==> src/rtl/bcd_display_scan.sv <==
// bcd_display_scan: scans a frame-coherent BCD time snapshot onto a 4-digit common-anode 7-segment display.
// Optional macro DIM_PWM_EN adds a 3-bit dim input that PWM-gates the active anode and the colon.
module bcd_display_scan #(
  parameter int REFRESH_DIV  = 250,
  parameter int GUARD_CYC    = 4,
  parameter int BLINK_FRAMES = 500,
  parameter bit BLANK_LZ     = 1'b1
) (
  input  logic       clk,
  input  logic       rst_n,
  input  logic [3:0] hour1,
  input  logic [3:0] hour2,
  input  logic [3:0] min1,
  input  logic [3:0] min2,
`ifdef DIM_PWM_EN
  input  logic [2:0] dim,
`endif
  output logic [3:0] an,
  output logic [6:0] seg,
  output logic       dp,
  output logic       frame_tick,
  output logic       bcd_err
);
  localparam int CW = $clog2(REFRESH_DIV + 1);
  localparam int FW = $clog2(BLINK_FRAMES + 1);
  localparam logic [CW-1:0] CNT_MAX = CW'(REFRESH_DIV - 1);
  localparam logic [CW-1:0] GUARD   = CW'(GUARD_CYC);
  localparam logic [FW-1:0] FR_MAX  = FW'(BLINK_FRAMES - 1);

  typedef enum logic {S_IDLE, S_SCAN} state_t;

  state_t        r_state;
  logic [1:0]    r_idx;
  logic [CW-1:0] r_cnt;
  logic [FW-1:0] r_frame;
  logic          r_colon;
  logic [15:0]   r_snap;

  logic          w_idle, w_term, w_wrap, w_blink, w_cap, w_blank, w_live, w_pwm;
  logic [1:0]    w_idx_n;
  logic [CW-1:0] w_cnt_n;
  logic [FW-1:0] w_frame_n;
  logic          w_colon_n;
  logic [15:0]   w_snap_n;
  logic [3:0]    w_digit;
  logic [3:0]    w_an_n;
  logic          w_dp_n;
  logic          w_err_n;

  function automatic logic [6:0] seg_decode(input logic [3:0] d);
    case (d)
      4'd0:    seg_decode = 7'h40;
      4'd1:    seg_decode = 7'h79;
      4'd2:    seg_decode = 7'h24;
      4'd3:    seg_decode = 7'h30;
      4'd4:    seg_decode = 7'h19;
      4'd5:    seg_decode = 7'h12;
      4'd6:    seg_decode = 7'h02;
      4'd7:    seg_decode = 7'h78;
      4'd8:    seg_decode = 7'h00;
      4'd9:    seg_decode = 7'h10;
      default: seg_decode = 7'h3F;
    endcase
  endfunction

`ifdef DIM_PWM_EN
  logic [2:0] r_pwm;
  logic [2:0] w_pwm_n;
  assign w_pwm_n = r_pwm + 3'd1;
  assign w_pwm   = w_pwm_n <= dim;
  // free-running brightness phase; compared against its next value so the registered anode lines up with it
  always_ff @(posedge clk or negedge rst_n)
    if (!rst_n) r_pwm <= '0;
    else        r_pwm <= w_pwm_n;
`else
  assign w_pwm = 1'b1;
`endif

  // next scan position, snapshot and colon state; outputs are decoded from these so they align with the registered state
  always_comb begin
    w_idle    = r_state == S_IDLE;
    w_term    = r_cnt == CNT_MAX;
    w_wrap    = !w_idle && w_term && r_idx == 2'd0;
    w_blink   = w_wrap && r_frame == FR_MAX;
    w_cap     = w_idle || w_wrap;
    w_cnt_n   = (w_idle || w_term) ? '0 : r_cnt + 1'b1;
    w_idx_n   = w_idle ? 2'd3 : (w_term ? r_idx - 2'd1 : r_idx);
    w_snap_n  = w_cap ? {hour1, hour2, min1, min2} : r_snap;
    w_frame_n = w_blink ? '0 : (w_wrap ? r_frame + 1'b1 : r_frame);
    w_colon_n = w_blink ? ~r_colon : r_colon;
    w_digit   = w_snap_n[{w_idx_n, 2'b00} +: 4];
    w_blank   = BLANK_LZ && w_idx_n == 2'd3 && w_digit == 4'd0;
    w_live    = w_cnt_n >= GUARD && w_pwm;
    w_an_n    = (w_live && !w_blank) ? ~(4'b0001 << w_idx_n) : 4'hF;
    w_dp_n    = !(w_live && w_idx_n == 2'd2 && w_colon_n);
    w_err_n   = w_snap_n[15:12] > 4'd9 || w_snap_n[11:8] > 4'd9 || w_snap_n[7:4] > 4'd9 || w_snap_n[3:0] > 4'd9;
  end

  // scan FSM with registered display outputs; reset blanks the display immediately
  always_ff @(posedge clk or negedge rst_n) begin
    if (!rst_n) begin
      r_state    <= S_IDLE;
      r_idx      <= 2'd3;
      r_cnt      <= '0;
      r_frame    <= '0;
      r_colon    <= 1'b1;
      r_snap     <= '0;
      an         <= 4'hF;
      seg        <= 7'h7F;
      dp         <= 1'b1;
      frame_tick <= 1'b0;
      bcd_err    <= 1'b0;
    end else begin
      r_state    <= S_SCAN;
      r_idx      <= w_idx_n;
      r_cnt      <= w_cnt_n;
      r_frame    <= w_frame_n;
      r_colon    <= w_colon_n;
      r_snap     <= w_snap_n;
      an         <= w_an_n;
      seg        <= seg_decode(w_digit);
      dp         <= w_dp_n;
      frame_tick <= w_cap;
      bcd_err    <= w_err_n;
    end
  end
endmodule

==> config.mk <==
export PLATFORM = sky130hd
export DESIGN_NAME = bcd_display_scan
export DESIGN_NICKNAME = d
export VERILOG_FILES = /design/src/rtl/bcd_display_scan.sv
export SDC_FILE = /design/constraint.sdc
export NUM_CORES = 1
export LEC_CHECK = 0
export CORE_MARGIN = 10
export CORE_UTILIZATION = 54
export DETAILED_ROUTE_END_ITERATION = 8
export PLACE_DENSITY_LB_ADDON = 0.2
export SLEW_MARGIN = 20
export SYNTH_ARGS = -nofsm -noshare
export SYNTH_HDL_FRONTEND = slang
export SYNTH_SLANG_ARGS = --single-unit
==> constraint.sdc <==
create_clock -name clk -period 3.2 [get_ports clk]
set_input_delay 0.64 -clock clk [delete_from_list [all_inputs] [get_ports clk]]
set_output_delay 0.64 -clock clk [all_outputs]
set_load 0.05 [all_outputs]
==> impl_metrics.toml <==
[timing]
hold_viol_final = 0
fmax_ghz = 0.348
rsz0062_at_grt = "no"
layout_min_cycle_time_ns = 2.87
clock_skew_ns = 0.00880
slew_headroom_pct = 42.0
finalCritPeriodShare_pct = 89.7
setup_viol = 0
final.setup.tns_ns = 0
report.final.slew_viol_count = 0
worstMarginPinSlew_ns = 0.870

[status]
status = "complete, no violations"

[synthesis]
synth_warnings = 0
synth-seq-cells = 51
ys_async_sr_fraction_pct = 100
netlist_top_cells_area = "dfrtp_1 (36%), dfstp_2 (16%), mux2i_1 (10%), ha_1 (4.5%), inv_1 (3.5%)"
synth_commonest_cells = "dfrtp_1 (36), mux2i_1 (25), inv_1 (23), nor2_1 (16)"
synth-edff-count = 0
synth_cells = 231
syn_area_per_cell_sq_um = 10.8
synthFlopType = "dfrtp_1"
synth.most_common_cell = "dfrtp_1"
ys_seq_area_share_pct = 51.9
syn_area_sq_um = 2500
synth.largest_area_cell = "dfrtp_1"
yosysTopAreaCellShare_pct = 36.1
synth_cell_types = 42
synth_fp_nets = 258

[power]
clkPwrFrac_pct = 28.4
p_per_area_nw_per_um2 = 458
switching_share_pct = 28.0
internal-power_mw = 0.971
power_mw = 1.35
p_leak_nw = 1.41
seqPwrFrac_pct = 52.8
p_sw_mw = 0.378
p_comb_share_pct = 18.8
max-vdd-ir-drop_v = 0.000233

[floorplanning]
ios = 32
fp.dieH_microns = 88.0
core_area_sq_um = 4410
die_w_microns = 88.0
rows = 24
dieArea_sq_um = 7740
initial_core_util_pct = 56.6

[drt]
final_antenna_net_count = 0
drt_iter0_drc = 102
routed_wl_microns = 4770
drc = 0
via_per_inst = 5.50
drt-wirelength-per-cell_microns = 14.9
vias = 1753
first_pass_iters = 4

[critical_path]
r2r_start = "r_cnt[1]"
worst_setup_path_start_kind = "flop"
cp_max_fo = 10
critPathMostFrequentCell = "ha_1"
worst-path-buf-inv = 2
endpoint_kind = "flop"
critical_path_class = "reg -> reg"
r2r-end = "seg[5]"
worst_ep_required_time_ns = 3.42
crit_path_top_delay_cell = "dfrtp_1"
worstPathCellList = "inv_1 -> ha_1 -> nand4b_4 -> o21ai_0 -> o211a_1 -> clkinv_4 -> nand3_1 -> nand4_1 -> ha_1 -> mux2_1 -> a2bb2oi_1"
ff2ff_path_depth = 11
regToRegSetupSlack_ns = 0.33
cpLargestDelayFamily = "compound AO/OA/AOI/OAI gates"
cpPeakStageDelay_ns = 0.44
arrival_ns = 3.09

[place]
placed_cell_area_sq_um = 2860
io_buffers = 31
hpwl_microns = 3630
gp_congestion = 0.799

[final_layout]
design_area_sq_um = 2950
final_layout_size_suffix_gt1_share_pct = 13.9
diodes = 0
syn2layout_area_growth_pct = 18.0
nNetsFinal = 293

[flow_run]
drv_cap = 0

[clock_network]
postCtsSetupBuffers = 0
clock_path_buffers = 2
cts.sinks = 51
clk_latency_ns = 0.30
cts-resized-gates = 0
tritoncts = "done"
ctsHoldBuffers = 0
htree_levels = 2
cts_root_buffer = "clkbuf_8"
clkTransAtPathRegs_ns = 0.09
numCtsBuffers = 5

[global_route]
grt_pass1_vias = 1830
antenna_found_initial = 0
grt_max_degree = 42
grt_overflow_total = 0
grt_pass1_wl_microns = 8310
grt_use_total_pct = 13.2

[min_path]
hold_class = "in -> async"
==> cell usage in the layout (no fill, tap or decap), types with 3 or more instances in the layout <==
master	instances
inv_1	23
xor2_1	3
dfstp_2	15
nor2_1	16
nand3b_1	3
buf_4	3
o21ai_0	14
clkdlybuf4s50_1	30
a21oi_1	4
nand2_1	14
a22o_1	3
nor3_1	3
clkbuf_8	6
or2_2	4
xnor2_1	7
dfrtp_1	36
ha_1	9
mux2i_1	25
nand3_1	13
nand4_1	4
==> flip-flops by register name (all words and copies together) (netlist names), 2 cells and up <==
signal	flops
r_frame	9
r_snap	16
an	4
r_idx	2
r_cnt	8
seg	7
==> per-stage QoR <==
stage               util (%)  instances  hold WS, ns  setup WS, ns
global placement        64.7        311        0.462         0.515
finish                  66.8        319        0.447         0.329
detailed placement      64.7        311        0.473         0.399
global route            66.8        319        0.511        0.0995
floorplan                  -        231        0.344         0.687
CTS                     66.8        319        0.487         0.318
==> power by group through the flow <==
| stage | Sequential (mW) | Combinational [mW] | Clock (mW) |
|---|---|---|---|
| global route | 0.717 | 0.276 | 0.413 |
| CTS | 0.713 | 0.258 | 0.390 |
| floorplan | 0.790 | 0.0952 | 0 |
| global placement | 0.723 | 0.254 | 0 |
| finish | 0.712 | 0.253 | 0.383 |
| detailed placement | 0.725 | 0.257 | 0 |
==> worst max-delay path by stage <==
stage	start	end	slack (ns)	cells after the start
after floorplan	r_cnt[1]	seg[3]	0.69	13
after global placement	r_cnt[1]	seg[5]	0.51	11
after detailed placement	r_cnt[1]	seg[5]	0.40	11
after CTS	r_cnt[1]	seg[5]	0.32	11
after global routing	r_cnt[1]	seg[3]	0.1	12
final	r_cnt[1]	seg[5]	0.33	11
==> routing by layer <==
layer  wire length, microns  share of wire [%]  track usage [%]  up-vias
li1                       -                  -                -      856
met1                   2080                 44             15.9      853
met5                      0                  0                0        -
met2                   2370                 50             21.7       36
met4                     74                1.6             5.07        0
met3                    239                5.0             3.99        8
==> worst reg2reg max path, cell delays in order, from the launching register on <==
cell       delay (ns)
dfrtp_1          0.44
inv_1            0.08
ha_1             0.18
nand4b_4         0.15
o21ai_0          0.19
o211a_1          0.38
clkinv_4         0.18
nand3_1          0.12
nand4_1          0.27
ha_1             0.32
mux2_1           0.29
a2bb2oi_1        0.18
==> logic make-up (layout without fill, tap and decap cells) <==
family                     Yosys count  in the layout  synth area share, %
adders and majority gates            9              9                 4.51
xor gates and xnor gates            10             10                 3.51
buffers and inverters               30             66                 5.36
DFF                                 51             51                 51.9
and+or+nand+nor                     68             68                 14.1
muxes                               29             29                 12.0
other                                1              1                0.150
AOI/OAI and AO/OA                   33             33                 8.52
==> cell type report <==
type / instances / area (sq um)
Multi-Input combinational cell: 150 / 1070
Inverter: 24 / 95.1
Sequential cell: 51 / 1290
Clock inverter: 1 / 5.00
Tap cell: 52 / 65.1
Timing Repair Buffer: 34 / 328
Fill cell: 357 / 1470
Clock buffer: 7 / 86.3
Note: power is estimated with default switching activity, not from simulation.
